===== config.mk =====
export PLATFORM = sky130hd
export DESIGN_NAME = frame_stack_flat
export DESIGN_NICKNAME = d
export VERILOG_FILES = /design/src/rtl/frame_stack_pkg.sv /design/src/rtl/frame_stack_if.sv /design/src/rtl/frame_stack_ram.sv /design/src/rtl/frame_stack.sv /design/src/flat_wrapper.sv
export SDC_FILE = /design/constraint.sdc
export NUM_CORES = 1
export LEC_CHECK = 0
export BUFFER_PORTS_ARGS = -buffer_cell sky130_fd_sc_hd__buf_2
export CAP_MARGIN = 20
export CORE_MARGIN = 2
export CORE_UTILIZATION = 34
export DETAILED_ROUTE_END_ITERATION = 16
export PLACE_DENSITY = 0.47
export SLEW_MARGIN = 25
export SYNTH_ARGS = -nofsm -noshare
export SYNTH_HDL_FRONTEND = slang
export SYNTH_SLANG_ARGS = --single-unit

===== constraint.sdc =====
create_clock -name clk -period 12.15 [get_ports clk]
set_clock_uncertainty 0.15 [all_clocks]
set_input_delay 1.8225 -clock clk [delete_from_list [all_inputs] [get_ports clk]]
set_output_delay 1.8225 -clock clk [all_outputs]
set_load 0.02 [all_outputs]

===== src/rtl/frame_stack_pkg.sv =====
// Shared definitions for the call-frame stack: default sizing and the frame entry layout.
package frame_stack_pkg;

    localparam int unsigned FS_AW    = 11;
    localparam int unsigned FS_DEPTH = 16;

    // One call frame: saved data-stack pointer and saved return PC.
    typedef struct packed {
        logic [FS_AW-1:0] sp;
        logic [FS_AW-1:0] pc;
    } frame_entry_t;

endpackage : frame_stack_pkg


===== src/rtl/frame_stack_if.sv =====
// Pipeline-facing signals of the call-frame stack.
//   master : pipeline side (drives call/ret/kill requests, samples stack outputs)
//   slave  : frame_stack side
interface frame_stack_if
    import frame_stack_pkg::*;
#(
    parameter int unsigned AW    = FS_AW,
    parameter int unsigned DEPTH = FS_DEPTH
);
    localparam int unsigned DW = $clog2(DEPTH) + 1;

    logic          call_2a;
    logic          call_3a;
    logic          ret_2a;
    logic          kill_4a;
    logic [AW-1:0] st__sp_2a;
    logic [AW-1:0] st__saved_pc_3a;
    logic [AW-1:0] st__saved_pc_2a;
    logic [AW-1:0] st__saved_sp_3a;
    logic [DW-1:0] frm_depth;
    logic          frm_overflow;
    logic          frm_underflow;

    modport master (
        output call_2a, call_3a, ret_2a, kill_4a, st__sp_2a, st__saved_pc_3a,
        input  st__saved_pc_2a, st__saved_sp_3a, frm_depth, frm_overflow, frm_underflow
    );

    modport slave (
        input  call_2a, call_3a, ret_2a, kill_4a, st__sp_2a, st__saved_pc_3a,
        output st__saved_pc_2a, st__saved_sp_3a, frm_depth, frm_overflow, frm_underflow
    );

endinterface : frame_stack_if


===== src/rtl/frame_stack_ram.sv =====
// Frame storage: DEPTH x W register file, one synchronous write port, one
// asynchronous read port, contents not reset.
//   clk   : write clock
//   we    : write enable
//   waddr : write index
//   wdata : write data
//   raddr : read index
//   rdata : read data (combinational)
module frame_stack_ram #(
    parameter int unsigned DEPTH = 16,
    parameter int unsigned W     = 22
) (
    input  logic                     clk,
    input  logic                     we,
    input  logic [$clog2(DEPTH)-1:0] waddr,
    input  logic [W-1:0]             wdata,
    input  logic [$clog2(DEPTH)-1:0] raddr,
    output logic [W-1:0]             rdata
);

    logic [W-1:0] mem [DEPTH];

    // Write port
    always_ff @(posedge clk) begin
        if (we) begin
            mem[waddr] <= wdata;
        end
    end

    assign rdata = mem[raddr];

endmodule : frame_stack_ram


===== src/rtl/frame_stack.sv =====
// Hardware call-frame stack. A call captures the data-stack pointer in decode
// and commits {sp, return pc} in execute; a flush cancels a captured call; a
// return pops the top frame and presents its saved SP one cycle later.
//   clk   : clock
//   rst_b : asynchronous active-low reset
//   bus   : pipeline interface (slave modport)
//     call_2a/st__sp_2a          capture pending SP
//     call_3a/st__saved_pc_3a    commit pending frame
//     ret_2a                     pop top frame
//     kill_4a                    cancel pending frame
//     st__saved_pc_2a            top-frame PC (combinational, 0 when empty)
//     st__saved_sp_3a            SP of last popped frame (registered)
//     frm_depth                  valid frame count
//     frm_overflow/frm_underflow sticky error flags
module frame_stack
    import frame_stack_pkg::*;
#(
    parameter int unsigned DEPTH = FS_DEPTH,
    parameter int unsigned AW    = FS_AW
) (
    input  logic               clk,
    input  logic               rst_b,
    frame_stack_if.slave       bus
);

    localparam int unsigned IW = $clog2(DEPTH);
    localparam int unsigned DW = IW + 1;

    // Same layout as frame_entry_t, sized by this instance's AW.
    typedef struct packed {
        logic [AW-1:0] sp;
        logic [AW-1:0] pc;
    } entry_t;

    logic [DW-1:0] depth_q,    depth_d;
    logic          pend_vld_q, pend_vld_d;
    logic [AW-1:0] pend_sp_q,  pend_sp_d;
    logic [AW-1:0] saved_sp_q, saved_sp_d;
    logic          ovf_q,      ovf_d;
    logic          unf_q,      unf_d;

    logic          empty;
    logic          full;
    logic          commit;
    logic          pop;
    logic [IW-1:0] top_idx;
    logic          we;
    logic [IW-1:0] wr_idx;
    entry_t        wr_entry;
    entry_t        rd_entry;

    assign empty   = (depth_q == '0);
    assign full    = (depth_q == DW'(DEPTH));
    assign top_idx = IW'(depth_q - DW'(1));
    assign pop     = bus.ret_2a;
    // A flush in the commit cycle cancels the frame before it lands.
    assign commit  = bus.call_3a && pend_vld_q && !bus.kill_4a;

    assign wr_entry = '{sp: pend_sp_q, pc: bus.st__saved_pc_3a};

    frame_stack_ram #(
        .DEPTH (DEPTH),
        .W     (2 * AW)
    ) u_ram (
        .clk   (clk),
        .we    (we),
        .waddr (wr_idx),
        .wdata (wr_entry),
        .raddr (top_idx),
        .rdata (rd_entry)
    );

    // Next-state: pop reads the current top before any same-cycle commit lands.
    always_comb begin
        depth_d    = depth_q;
        pend_vld_d = pend_vld_q;
        pend_sp_d  = pend_sp_q;
        saved_sp_d = saved_sp_q;
        ovf_d      = ovf_q;
        unf_d      = unf_q;
        we         = 1'b0;
        wr_idx     = IW'(depth_q);

        if (pop) begin
            if (empty) begin
                saved_sp_d = '0;
                unf_d      = 1'b1;
            end else begin
                saved_sp_d = rd_entry.sp;
                depth_d    = depth_q - DW'(1);
            end
        end

        if (commit) begin
            if (pop && !empty) begin
                // Reuse the slot just vacated; depth nets to unchanged.
                we      = 1'b1;
                wr_idx  = top_idx;
                depth_d = depth_q;
            end else if (full && !pop) begin
                ovf_d = 1'b1;
            end else begin
                we      = 1'b1;
                wr_idx  = IW'(depth_q);
                depth_d = depth_q + DW'(1);
            end
        end

        // Kill beats a new capture; any execute-stage call consumes the pending frame.
        if (bus.kill_4a) begin
            pend_vld_d = 1'b0;
        end else if (bus.call_2a) begin
            pend_vld_d = 1'b1;
            pend_sp_d  = bus.st__sp_2a;
        end else if (bus.call_3a) begin
            pend_vld_d = 1'b0;
        end
    end

    // State registers
    always_ff @(posedge clk or negedge rst_b) begin
        if (!rst_b) begin
            depth_q    <= '0;
            pend_vld_q <= 1'b0;
            pend_sp_q  <= '0;
            saved_sp_q <= '0;
            ovf_q      <= 1'b0;
            unf_q      <= 1'b0;
        end else begin
            depth_q    <= depth_d;
            pend_vld_q <= pend_vld_d;
            pend_sp_q  <= pend_sp_d;
            saved_sp_q <= saved_sp_d;
            ovf_q      <= ovf_d;
            unf_q      <= unf_d;
        end
    end

    assign bus.st__saved_pc_2a = empty ? '0 : rd_entry.pc;
    assign bus.st__saved_sp_3a = saved_sp_q;
    assign bus.frm_depth       = depth_q;
    assign bus.frm_overflow    = ovf_q;
    assign bus.frm_underflow   = unf_q;

endmodule : frame_stack


===== src/flat_wrapper.sv =====
// flat-port wrapper written by rule: the top's interface ports become plain ports
module frame_stack_flat import frame_stack_pkg::*;
#(
    parameter int unsigned DEPTH = FS_DEPTH,
    parameter int unsigned AW    = FS_AW
)
  (clk, rst_b, bus_call_2a, bus_call_3a, bus_ret_2a, bus_kill_4a, bus_st__sp_2a, bus_st__saved_pc_3a, bus_st__saved_pc_2a, bus_st__saved_sp_3a, bus_frm_depth, bus_frm_overflow, bus_frm_underflow);
  frame_stack_if #(.AW(AW), .DEPTH(DEPTH)) bus_i ();
  input  logic clk;
  input  logic rst_b;
  input wire logic [$bits(bus_i.call_2a)-1:0] bus_call_2a;
  input wire logic [$bits(bus_i.call_3a)-1:0] bus_call_3a;
  input wire logic [$bits(bus_i.ret_2a)-1:0] bus_ret_2a;
  input wire logic [$bits(bus_i.kill_4a)-1:0] bus_kill_4a;
  input wire logic [$bits(bus_i.st__sp_2a)-1:0] bus_st__sp_2a;
  input wire logic [$bits(bus_i.st__saved_pc_3a)-1:0] bus_st__saved_pc_3a;
  output wire logic [$bits(bus_i.st__saved_pc_2a)-1:0] bus_st__saved_pc_2a;
  output wire logic [$bits(bus_i.st__saved_sp_3a)-1:0] bus_st__saved_sp_3a;
  output wire logic [$bits(bus_i.frm_depth)-1:0] bus_frm_depth;
  output wire logic [$bits(bus_i.frm_overflow)-1:0] bus_frm_overflow;
  output wire logic [$bits(bus_i.frm_underflow)-1:0] bus_frm_underflow;
  assign bus_i.call_2a = bus_call_2a;
  assign bus_i.call_3a = bus_call_3a;
  assign bus_i.ret_2a = bus_ret_2a;
  assign bus_i.kill_4a = bus_kill_4a;
  assign bus_i.st__sp_2a = bus_st__sp_2a;
  assign bus_i.st__saved_pc_3a = bus_st__saved_pc_3a;
  assign bus_st__saved_pc_2a = bus_i.st__saved_pc_2a;
  assign bus_st__saved_sp_3a = bus_i.st__saved_sp_3a;
  assign bus_frm_depth = bus_i.frm_depth;
  assign bus_frm_overflow = bus_i.frm_overflow;
  assign bus_frm_underflow = bus_i.frm_underflow;
  frame_stack #(.DEPTH(DEPTH), .AW(AW)) u_core (.clk(clk), .rst_b(rst_b), .bus(bus_i));
endmodule

==> qor.csv <==
metric,value,unit
Internal Power,2.92,mW
first-pass GRT wire length,50100,um
initial antenna violation count,0,
Reg power frac,36.9,%
All-Layer GR Usage,15.4,%
H-tree Lvls,2,
cell with the most instances after synthesis,edfxtp_1,
Crit Path Class,flip-flop to primary output,
Total Wirelength,34000,um
Crit path max-delay family,buffers and inverters,
# DRC,0,
grt ovf,0,
post-cts sizing count,0,
Crit. End Element,primary output,
register area,11300,um2
total of max-cap violations,0,
CP peak stage delay,0.80,ns
fmax,160,MHz
vias in the first global route,7622,
# rows,76,
yosys warns,0,
fin nets,823,
crit-path cells,inv_1 -> ha_4 -> buf_4 -> nand3_1 -> o22ai_1 -> nor3_1 -> buf_2,
DR WL/cell,24.1,um
CP max FO,62,
Core Area,43300,um2
Syn Std Cell Area,15000,um2
max-slew violations,0,
Rel. slew slack,35.4,%
Mapped Avg Cell Area,21.4,um2
Hold Slack,0.312,ns
TritonCTS buffer count,40,
"Async S/R FF share, synth",7.85,%
"Data required, critical path",10.18,ns
Hold Path Class,flip-flop to flip-flop,
GP Congestion,0.763,
Fill cells,3828,
# diodes,0,
layout cell share with drive strength beyond 1,33.9,%
1st-iter DRT viols,545,
port buffer count,56,
Commonest cells post-synth,"edfxtp_1 (352), mux4_2 (88), mux2i_1 (36)",
crit start category,flip-flop,
logic gate share of total power,34.9,%
unrepaired setup endpoints after global routing,no,
Setup Buffers After CTS,0,
TNS Setup,0,ns
final number of hold-violating endpoints,0,
Root Driver,clkbuf_16,
total power per unit cell area,249,nW/um2
area of the multi-input gates,3520,um2
synth top area cells,"edfxtp_1 (71%), mux4_2 (13%), dfrtp_1 (5.0%)",
# clock sinks,382,
CTS tree,built,
Die ar.,45700,um2
WP buf/inv,3,
clk_lat worst skew,0.56,ns
vias after detailed routing,7102,
worst slew pin tran,0.969,ns
cell taking the most area after synthesis,edfxtp_1,
Final Power,4.36,mW
CTS Hold Bufs,0,
Die W,214,um
I/O pins,57,
"Top FF cell, synth",edfxtp_1,
Post-synth EDFFs,352,
Peak supply drop,0.189,mV
Placed Instances,1335,
CP max-delay cell,dfrtp_4,
largest net degree at the start of global routing,65,
Area Overhead vs Synth,17.1,%
Max clock buf depth,3,
Mapped Nets,728,
"Cell Count, Final, Fillers Out",1408,
die height,214,um
Switch Pwr,1.44,mW
Setup Viol. Count Final,0,
hpwl dp,20000,um
final period utilization,51.3,%
Post-Synthesis Cells,697,
Clock transition at path regs,0.06,ns
"Distinct cells, synth",50,
post-synthesis sequential area ratio,75.7,%
worst path arrival time,4.27,ns
TritonRoute pass-1 iters,6,
status,completed,
Sw Share,33.1,%
Final min period,6.24,ns
Clock Power Share,28.2,%
#FFs+latches synth,382,
Initial Utilization,34.6,%
top cell type's share of synthesized area,70.7,%
DR vias/cell,5.04,
ANT nets after route,0,
Static Leakage,5.77,nW
## layer usage
metal / up-vias / global-route usage (%) / part of all wire (%)
met5: - / 0 / 0
met4: 0 / 5.84 / 2.9
met3: 63 / 2.33 / 3.7
met2: 155 / 26.8 / 51
met1: 3754 / 19.4 / 42
li1: 3130 / - / -
## final timing paths
check,start,to,slack [ns],depth (start not counted)
setup reg to reg,u_core.bus.frm_depth[0],u_core.u_ram.mem[13][7],7.63,6
setup / recovery,u_core.bus.frm_depth[0],bus_st__saved_pc_2a[10],5.91,7
hold / removal,u_core.bus.frm_underflow,u_core.bus.frm_underflow,0.31,1
hold reg to reg,u_core.bus.frm_underflow,u_core.bus.frm_underflow,0.31,1
max in group asynchronous,rst_b,u_core.bus.frm_depth[0],10.04,1
min in group asynchronous,rst_b,u_core.pend_sp_q[6],1.21,1
## layout by cell type (no fill, tap or decap), types with 10 or more instances in the layout
cell         n
buf_4       35
a22o_1      11
dfrtp_1     29
buf_2       56
o22ai_1     10
clkinv_2    11
nor2b_1     11
mux2i_1     36
a211oi_1    13
nor3_1      13
clkbuf_16   41
mux2_2      11
mux4_2      88
edfxtp_1   352
## worst reg2reg max path, cell delays in order (launching register included)
cell and delay (ns):
dfrtp_4 0.80, inv_1 0.28, ha_4 0.45, buf_4 0.77
a41oi_1 0.57, nor3_4 0.73, buf_4 0.42
## registers in the layout (all words and copies together), names as in the netlist
signal                      cells
u_core.bus.frm_overflow         1
u_core.bus.frm_underflow        1
u_core.bus.st__saved_sp_3a     11
u_core.pend_sp_q               11
u_core.bus.frm_depth            5
u_core.pend_vld_q               1
u_core.u_ram.mem              352
## power by group through the flow
stage	sequential (mW)	combinational (mW)	clock, mW
finish	1.61	1.52	1.23
CTS	1.61	1.56	1.26
global placement	1.63	1.54	0
global route	1.62	1.65	1.31
floorplan	1.61	1.12	0
detailed placement	1.63	1.56	0
## cell type report
| class | instances | share of cell area, % |
|---|---|---|
| timing repair buffer | 93 | 3.25 |
| sequential | 382 | 64.7 |
| multi-input combinational | 267 | 20.1 |
| inverter | 8 | 0.172 |
| clock inverter | 25 | 1.37 |
| tap | 585 | 4.18 |
| clock buffer | 48 | 6.18 |
## through the flow
| step | util [%] | area (um2) | setup WS [ns] |
|---|---|---|---|
| finish | 40.5 | 17500 | 5.91 |
| global route | 40.5 | 17500 | 5.58 |
| CTS | 40.4 | 17500 | 5.78 |
| detailed placement | 37.4 | 16200 | 6.39 |
| global placement | 37.3 | 16100 | 6.40 |
| floorplan | - | 15000 | 7.08 |
## logic make-up after synthesis
| group | after synthesis | synth area share, % |
|---|---|---|
| xor gates and xnor gates | 6 | 0.402 |
| muxes | 135 | 16.5 |
| buffers and inverters | 48 | 1.57 |
| AOI/OAI and AO/OA | 59 | 3.00 |
| and+or+nand+nor | 64 | 2.56 |
| DFF | 382 | 75.7 |
| adders and majority gates | 3 | 0.251 |
(Power assumes the default switching activity.)
